### src/rtl/mux8_arb_pkg.sv
// Shared types and helpers for the 8-way round-robin mux arbiter.
package mux8_arb_pkg;

  localparam int NUM_REQ = 8;
  localparam int SEL_W   = 3;

  typedef enum logic [1:0] {
    IDLE  = 2'd0,
    GRANT = 2'd1,
    GAP   = 2'd2
  } arb_state_t;

  function automatic logic [NUM_REQ-1:0] onehot8(input logic [SEL_W-1:0] idx);
    return NUM_REQ'(1) << idx;
  endfunction

endpackage

### src/rtl/mux8_arbiter_rr_pick8.sv
// Combinational rotate-priority picker: first set request at or after ptr, modulo 8.
module rr_pick8
  import mux8_arb_pkg::*;
(
  input  logic [NUM_REQ-1:0] req,
  input  logic [SEL_W-1:0]   ptr,
  output logic               any,
  output logic [SEL_W-1:0]   idx
);

  logic [SEL_W-1:0] cand;

  always_comb begin
    any  = 1'b0;
    idx  = '0;
    cand = '0;
    for (int k = 0; k < NUM_REQ; k++) begin
      cand = ptr + SEL_W'(k);
      if (!any && req[cand]) begin
        any = 1'b1;
        idx = cand;
      end
    end
  end

endmodule

### src/rtl/mux8_arbiter.sv
// Round-robin arbiter driving the 8:1 mux select, with a one-cycle dead gap between owners.
// Optional grant timeout is compiled in with MUX8_ARB_TIMEOUT_EN.
//
//   state | meaning
//   IDLE  | no owner; grant the next requester found from ptr
//   GRANT | owner holds the mux; Sel/Grant frozen
//   GAP   | one dead cycle after a grant ends, then IDLE
module mux8_arbiter
  import mux8_arb_pkg::*;
#(
  parameter int HOLD_MAX = 15
) (
  input  logic               Clock,
  input  logic               Reset,
  input  logic [NUM_REQ-1:0] Req,
  input  logic               Release,
  output logic [SEL_W-1:0]   Sel,
  output logic [NUM_REQ-1:0] Grant,
  output logic               Busy,
  output logic               TimedOut
);

`ifdef MUX8_ARB_TIMEOUT_EN
  localparam bit TIMEOUT_EN = 1'b1;
`else
  localparam bit TIMEOUT_EN = 1'b0;
`endif

  arb_state_t         state, state_n;
  logic [SEL_W-1:0]   ptr, ptr_n, owner, owner_n, sel_n;
  logic [7:0]         cnt, cnt_n;
  logic [NUM_REQ-1:0] grant_n;
  logic               busy_n, timed_out_n;
  logic               pick_any;
  logic [SEL_W-1:0]   pick_idx;
  logic               timeout_hit, grant_end;

  rr_pick8 u_pick (
    .req (Req),
    .ptr (ptr),
    .any (pick_any),
    .idx (pick_idx)
  );

  assign timeout_hit = TIMEOUT_EN && (cnt == 8'(HOLD_MAX));
  assign grant_end   = Release || !Req[owner] || timeout_hit;

  always_comb begin
    state_n     = state;
    ptr_n       = ptr;
    owner_n     = owner;
    cnt_n       = cnt;
    sel_n       = Sel;
    grant_n     = Grant;
    busy_n      = Busy;
    timed_out_n = 1'b0;
    unique case (state)
      IDLE: begin
        if (pick_any) begin
          owner_n = pick_idx;
          sel_n   = pick_idx;
          grant_n = onehot8(pick_idx);
          busy_n  = 1'b1;
          cnt_n   = 8'd1;
          state_n = GRANT;
        end
      end
      GRANT: begin
        if (grant_end) begin
          grant_n     = '0;
          busy_n      = 1'b0;
          ptr_n       = owner + SEL_W'(1);
          state_n     = GAP;
          // Release or withdrawal takes precedence over a coincident timeout
          timed_out_n = timeout_hit && !Release && Req[owner];
        end else if (cnt != 8'hFF) begin
          cnt_n = cnt + 8'd1;
        end
      end
      GAP:     state_n = IDLE;
      default: state_n = IDLE;
    endcase
  end

  always_ff @(posedge Clock) begin
    if (Reset) begin
      state    <= IDLE;
      ptr      <= '0;
      owner    <= '0;
      cnt      <= '0;
      Sel      <= '0;
      Grant    <= '0;
      Busy     <= 1'b0;
      TimedOut <= 1'b0;
    end else begin
      state    <= state_n;
      ptr      <= ptr_n;
      owner    <= owner_n;
      cnt      <= cnt_n;
      Sel      <= sel_n;
      Grant    <= grant_n;
      Busy     <= busy_n;
      TimedOut <= timed_out_n;
    end
  end

endmodule

### config.mk
export PLATFORM = sky130hd
export DESIGN_NAME = mux8_arbiter
export DESIGN_NICKNAME = d
export VERILOG_FILES = /design/src/rtl/mux8_arb_pkg.sv /design/src/rtl/mux8_arbiter_rr_pick8.sv /design/src/rtl/mux8_arbiter.sv
export SDC_FILE = /design/constraint.sdc
export NUM_CORES = 1
export LEC_CHECK = 0
export ABC_AREA = 1
export BUFFER_PORTS_ARGS = -buffer_cell sky130_fd_sc_hd__buf_4
export CAP_MARGIN = 30
export CORE_MARGIN = 2
export CORE_UTILIZATION = 30
export DETAILED_ROUTE_END_ITERATION = 6
export GPL_TIMING_DRIVEN = 0
export PLACE_DENSITY_LB_ADDON = 0.08
export SLEW_MARGIN = 20
export SYNTH_ARGS = -nofsm -noshare
export SYNTH_HDL_FRONTEND = slang
export SYNTH_HIERARCHICAL = 1
export SYNTH_SLANG_ARGS = --single-unit
### constraint.sdc
create_clock -name Clock -period 2.3 [get_ports Clock]
set_input_delay 0 -clock Clock [delete_from_list [all_inputs] [get_ports Clock]]
set_output_delay 0 -clock Clock [all_outputs]
set_load 0.03 [all_outputs]
==> impl_metrics.ini, run 1 <==
[critical_path]
worstPathMaxFanout = 6
r2r-start = ptr[1]$_SDFFE_PP0P_
rrSetupSlack_ns = -0.03
r2r-end = Grant[1]$_SDFFE_PP0P_
crit_type = reg -> reg
slowest_delay_ns = 0.34
endpoint = Grant[1]$_SDFFE_PP0P_
required_ns = 2.48
arrival_ns = 2.52
crit_chain = buf_6 > inv_8 > ha_4 > inv_6 > nand3_2 > nand2_2 > nor2_2 > nor2_4 > nand4_4 > nor2_4 > nand3b_1 > nand2_2 > buf_6 > buf_8 > nand3_2 > a21oi_2
startpoint = ptr[1]$_SDFFE_PP0P_
cp-start-kind = flip-flop
crit_path_top_delay_cell = dfxtp_2
timing.critical_path.to_type = flip-flop
reg2reg_depth = 16

[placed_design]
placed_area_mm2 = 0.00202
dp_hpwl_um = 3470
dpl.cell_count = 335
gp_congestion = 0.800
numPortBuffers = 22

[routing]
ant_nets = 0
drt_first_pass_iters = 4
remaining_drc_errors = 0
wl_per_cell_um = 13.0
drt-total-wl_um = 4660
first_iter_violations = 56
via_per_inst = 4.62
dr_total_vias = 1660

[clocking]
clkSinkCount = 17
htreeDepth = 1
clock_path_buffers = 2
cts_root_buf = clkbuf_8
cts_buffers = 3
clk_pin_slew_ns = 0.07
tritoncts = done
clkLatencyLatePin_ns = 0.25

[floorplanning]
placementRows = 27
fp.dieW_um = 80.4
num_io_pins = 24
start_util_pct = 31.4
die_area_mm2 = 0.00646
die-height_um = 80.4
core_mm2 = 0.00557

[layout]
fillers = 603
drive_gt1_share_pct = 51.2
final_area_mm2 = 0.00248
antennaDiodeCount = 0
area_delta_synth_final_pct = 41.8
fin_nets = 302
final_cells = 359

[synth]
async_flop_share_pct = 0
yosysMostFrequentCell = nand2_1
synthTopCellsByArea = dfxtp_1, nand3_2, nand2_1
synth-seq-area-share_pct = 19.4
ys_types = 32
syn_inst = 241
ys_warn_count = 6
syn_nets = 255
postSynthAreaPerCell_um2 = 7.26
ys_ff_latch = 17
ys_top_cells_by_count = nand2_1, nand3_1, nand3_2
synth_edf_count = 0
syn_area_mm2 = 0.00175
yosys.area.top_type = dfxtp_1
synth.top_cell.area_share_pct = 19.4
synthFlopType = dfxtp_1

[timing]
max_freq_ghz = 0.428
worst_slack_ns = -0.0343
min_period_ns = 2.33
finalHoldViolations = 0
tightest_slew_ns = 0.650
finalCritPeriodShare_pct = 101
slew_headroom_pct = 56.7
clock_skew_ns = 0.00535
rsz0062_at_grt = yes
finalMaxSlewViolations = 0
setup_tns_ns = -0.162
finalSetupViolCount = 6

[status]
violations = negative setup slack
outcome = finished, violations left

[flow_run]
maxCapViolCount = 0

[global_route]
globalRoute.totalOverflow = 0
antenna_found_initial = 0
grt_first_pass_wirelength_um = 7930
track_usage_pct = 15.6
grt_max_degree = 11
grt_pass1_vias = 1625

[hold_path]
worstHoldPathType = in -> reg

[pwr]
p_leak_nw = 1.07
peakVddDrop_mv = 0.606
power_density_mw_per_mm2 = 1360
total_power_mw = 3.38
==> worst min-delay path by stage <==
stage / slack [ns] / start / end / cells past startpoint
2_1_floorplan: 0.07 / Reset / Grant[2]$_SDFFE_PP0P_ / 1
3_3_place_gp: 0.20 / Reset / Grant[2]$_SDFFE_PP0P_ / 2
3_5_place_dp: 0.20 / Reset / Grant[2]$_SDFFE_PP0P_ / 2
4_1_cts: 0.07 / Release / state[0]$_SDFFE_PP0P_ / 4
5_1_grt: 0.09 / Release / state[0]$_SDFFE_PP0P_ / 4
6_report: 0.06 / Release / state[0]$_SDFFE_PP0P_ / 4
==> routing by layer <==
metal	global-route usage, %	vias up	wire length, µm
met5	0	-	0
met4	3.56	0	41
met3	0.674	5	49
met2	28.2	21	2370
met1	20.3	736	2200
li1	-	898	-
==> placed cells by master, fill, tap and decap left out, types with 10 or more instances in the layout <==
master   synthesis  routed
nand3_4          1      10
nand2_1         51      46
nand2_4          9      11
nand3_1         31      25
dfxtp_1         17      15
inv_1           21      18
buf_4            2      38
nand4_1         11      11
nor2_1          13      10
nand3_2         25      22
a21oi_2          6      11
==> registers in the layout (all words and copies together) (netlist names) <==
| register | cells |
|---|---|
| owner | 3 |
| state | 2 |
| ptr | 3 |
| Grant | 8 |
| Busy | 1 |
==> power breakdown <==
| group | total (mW) | internal, mW | switching (mW) |
|---|---|---|---|
| combinational | 2.70 | 1.04 | 1.66 |
| sequential | 0.452 | 0.376 | 0.0757 |
| clock | 0.226 | 0.123 | 0.103 |
| total | 3.38 | 1.54 | 1.84 |
==> critical path, delay by kind of cell (launching register included) <==
| kind | cells | cell delay [ns] |
|---|---|---|
| AND/OR/NAND/NOR | 9 | 1.01 |
| buffers and inverters | 5 | 0.51 |
| flip-flops | 1 | 0.34 |
| adder cells (fa/ha/maj) | 1 | 0.28 |
| AO/OA/AOI/OAI | 1 | 0.11 |
==> timing repair <==
action	4_1_cts	5_1_grt
gates resized for setup	33	28
hold buffers	1	0
gates cloned	1	0
endpoints found under the setup margin	13	13
endpoints found under the hold margin	2	0
pin swaps	24	16
buffers inserted	18	2
==> stage by stage <==
stage                     setup WS (ns)  hold slack, ns  utilization [%]
after global routing             -0.178          0.0933             44.5
after floorplan                  0.0103          0.0691                -
after global placement           -0.349           0.199             36.3
final                           -0.0343          0.0575             44.5
after detailed placement         -0.329           0.195             36.3
after CTS                       -0.0615          0.0672             42.6
==> cells by family after synthesis <==
logic type               count (synthesis)  synth area share [%]
AND/OR/NAND/NOR                        155                  54.7
adder cells (fa/ha/maj)                  3                  2.14
other                                    1                 0.214
XOR/XNOR                                 4                  3.07
AO/OA/AOI/OAI                           22                  8.36
buffers and inverters                   39                  12.1
flip-flops                              17                  19.4
==> layout make-up <==
cell class                 count  area [µm²]  area share (%)
multi-input combinational    185        1410            56.9
timing repair buffer          43         362            14.6
sequential                    17         343            13.8
inverter                      31         151            6.10
tap                           72        90.1            3.63
buffer                         7        80.1            3.23
clock buffer                   4        45.0            1.81
Power figures use the tool's default switching activity.
==> run 2: changes to the inputs <==
CELL_PAD_IN_SITES_DETAIL_PLACEMENT = 1   (was not set)
CELL_PAD_IN_SITES_GLOBAL_PLACEMENT = 1   (was not set)
MAX_ROUTING_LAYER = met4   (was not set)
==> impl_metrics.ini, run 2 (synthesis gave the netlist of run 1 again) <==
[floorplanning]
num_io_pins = 24
placementRows = 27
core_mm2 = 0.00557
die-height_um = 80.4
fp.dieW_um = 80.4
die_area_mm2 = 0.00646
start_util_pct = 31.4

[layout]
top_register = Grant
fin_nets = 299
largestRegisters = Grant (8), owner (3), ptr (3)
final_cells = 356
most-common-layout-cells = nand2_1, buf_4, nand3_1, nand3_2, inv_1
antennaDiodeCount = 0
largest_register_ffs = 8
fillers = 688
drive_gt1_share_pct = 53.2
multi_input_area_mm2 = 0.00148
area_delta_synth_final_pct = 43.7
utilization_pct = 45.1
area.sequential_um2 = 343
final_common_cell = nand2_1

[pwr]
p_switching_mw = 1.93
total_power_mw = 3.51
seqPwrFrac_pct = 13.0
power_density_mw_per_mm2 = 1400
power.internal_mw = 1.58
p_leak_nw = 1.08
p_clk_share_pct = 6.4
peakVddDrop_mv = 0.708
p_comb_share_pct = 80.6
switching_share_pct = 54.9

[flow_run]
maxCapViolCount = 0

[critical_path]
timing.critical_path.to_type = flip-flop
cp-start-kind = flip-flop
rrSetupSlack_ns = -0.04
crit_type = reg -> reg
arrival_ns = 2.52
worstPathMaxFanout = 7
required_ns = 2.48

[timing]
min_period_ns = 2.34
rsz0062_at_grt = yes
slew_headroom_pct = 55.1
finalMaxSlewViolations = 0
worst_slack_ns = -0.0376
max_freq_ghz = 0.428
clock_skew_ns = 0.00608
tightest_slew_ns = 0.673
finalHoldViolations = 0
finalCritPeriodShare_pct = 102
hold_ws_ns = 0.0616
finalSetupViolCount = 8
setup_tns_ns = -0.141

[routing]
drt_first_pass_iters = 4
dr_total_vias = 1746
wl_per_cell_um = 14.5
via_per_inst = 4.90
remaining_drc_errors = 0
drt-total-wl_um = 5170
first_iter_violations = 25
ant_nets = 0

[global_route]
grt_first_pass_wirelength_um = 8760
grt_pass1_vias = 1810
antenna_found_initial = 0
grt_max_degree = 11
track_usage_pct = 17.7
globalRoute.totalOverflow = 0

[clocking]
cts_root_buf = clkbuf_8
tritoncts = done
clkLatencyLatePin_ns = 0.25
htreeDepth = 1
clkSinkCount = 17
clk_pin_slew_ns = 0.07
clock_path_buffers = 2
cts_buffers = 3

[hold_path]
worstHoldPathType = in -> reg

[placed_design]
numPortBuffers = 22
dp_hpwl_um = 3840
dpl.cell_count = 335
gp_congestion = 0.791

[status]
outcome = finished, violations left
violations = negative setup slack
[run 2: changes by cell type in the layout (fill, tap and decap cells not counted), sizes merged]
| cell | previous run | this run |
|---|---|---|
| buf | 49 | 46 |
[run 2: path summary, 6_finish.rpt]
kind                                            start                    end  cells past startpoint
worst min-delay path                          Release  state[0]$_SDFFE_PP0P_                      4
worst min register to register  Grant[6]$_SDFFE_PP0P_  Grant[6]$_SDFFE_PP0P_                      2
worst max-delay path              ptr[1]$_SDFFE_PP0P_  Grant[2]$_SDFFE_PP0P_                     15
worst max register to register    ptr[1]$_SDFFE_PP0P_  Grant[2]$_SDFFE_PP0P_                     15
[run 2: area by class of cell]
cell class / instances / share of cell area [%]
Clock buffer: 4 / 1.79
Timing Repair Buffer: 40 / 13.0
Inverter: 31 / 5.92
Buffer: 7 / 3.18
Tap cell: 72 / 3.58
Multi-Input combinational cell: 185 / 58.9
Sequential cell: 17 / 13.6
[run 2: timing repair]
action,in CTS,in global routing
hold buffers,1,0
setup endpoints to repair,13,13
cloned,1,0
setup buffers,13,3
resized for setup,34,39
pin swaps,24,33
endpoints found under the hold margin,2,0
[run 2: worst max-delay path, stage by stage, from the launching register on]
cell and delay [ns]:
dfxtp_2 0.35, buf_6 0.12, inv_8 0.03, ha_4 0.30, inv_8 0.10, nand3_2 0.09
nand2_2 0.10, nor2_4 0.04, nor2_4 0.12, nand4_4 0.12, nor2_4 0.17, nand3b_1 0.17
nand2_4 0.19, buf_4 0.14, nand3_1 0.07, a21oi_1 0.15
[run 2: power by group through the flow]
stage	clock network (mW)	logic (mW)	registers [mW]
final	0.225	2.83	0.456
after detailed placement	0	2.13	0.463
after floorplan	0	1.55	0.554
after CTS	0.231	2.50	0.456
after global placement	0	2.12	0.462
after global routing	0.246	3.09	0.469
[run 2: metal layers]
layer,track usage [%],wire length (µm),vias up
met4,3.05,22,0
met2,32.8,2750,11
met1,21.3,2350,841
met3,1.35,49,2
met5,-,0,-
li1,-,-,892
[run 2: metrics by stage]
stage	setup slack, ns	instance area (µm²)
after floorplan	0.0103	1770
after global placement	-0.355	2020
after detailed placement	-0.396	2020
after CTS	-0.0449	2310
after global routing	-0.176	2510
final	-0.0376	2510
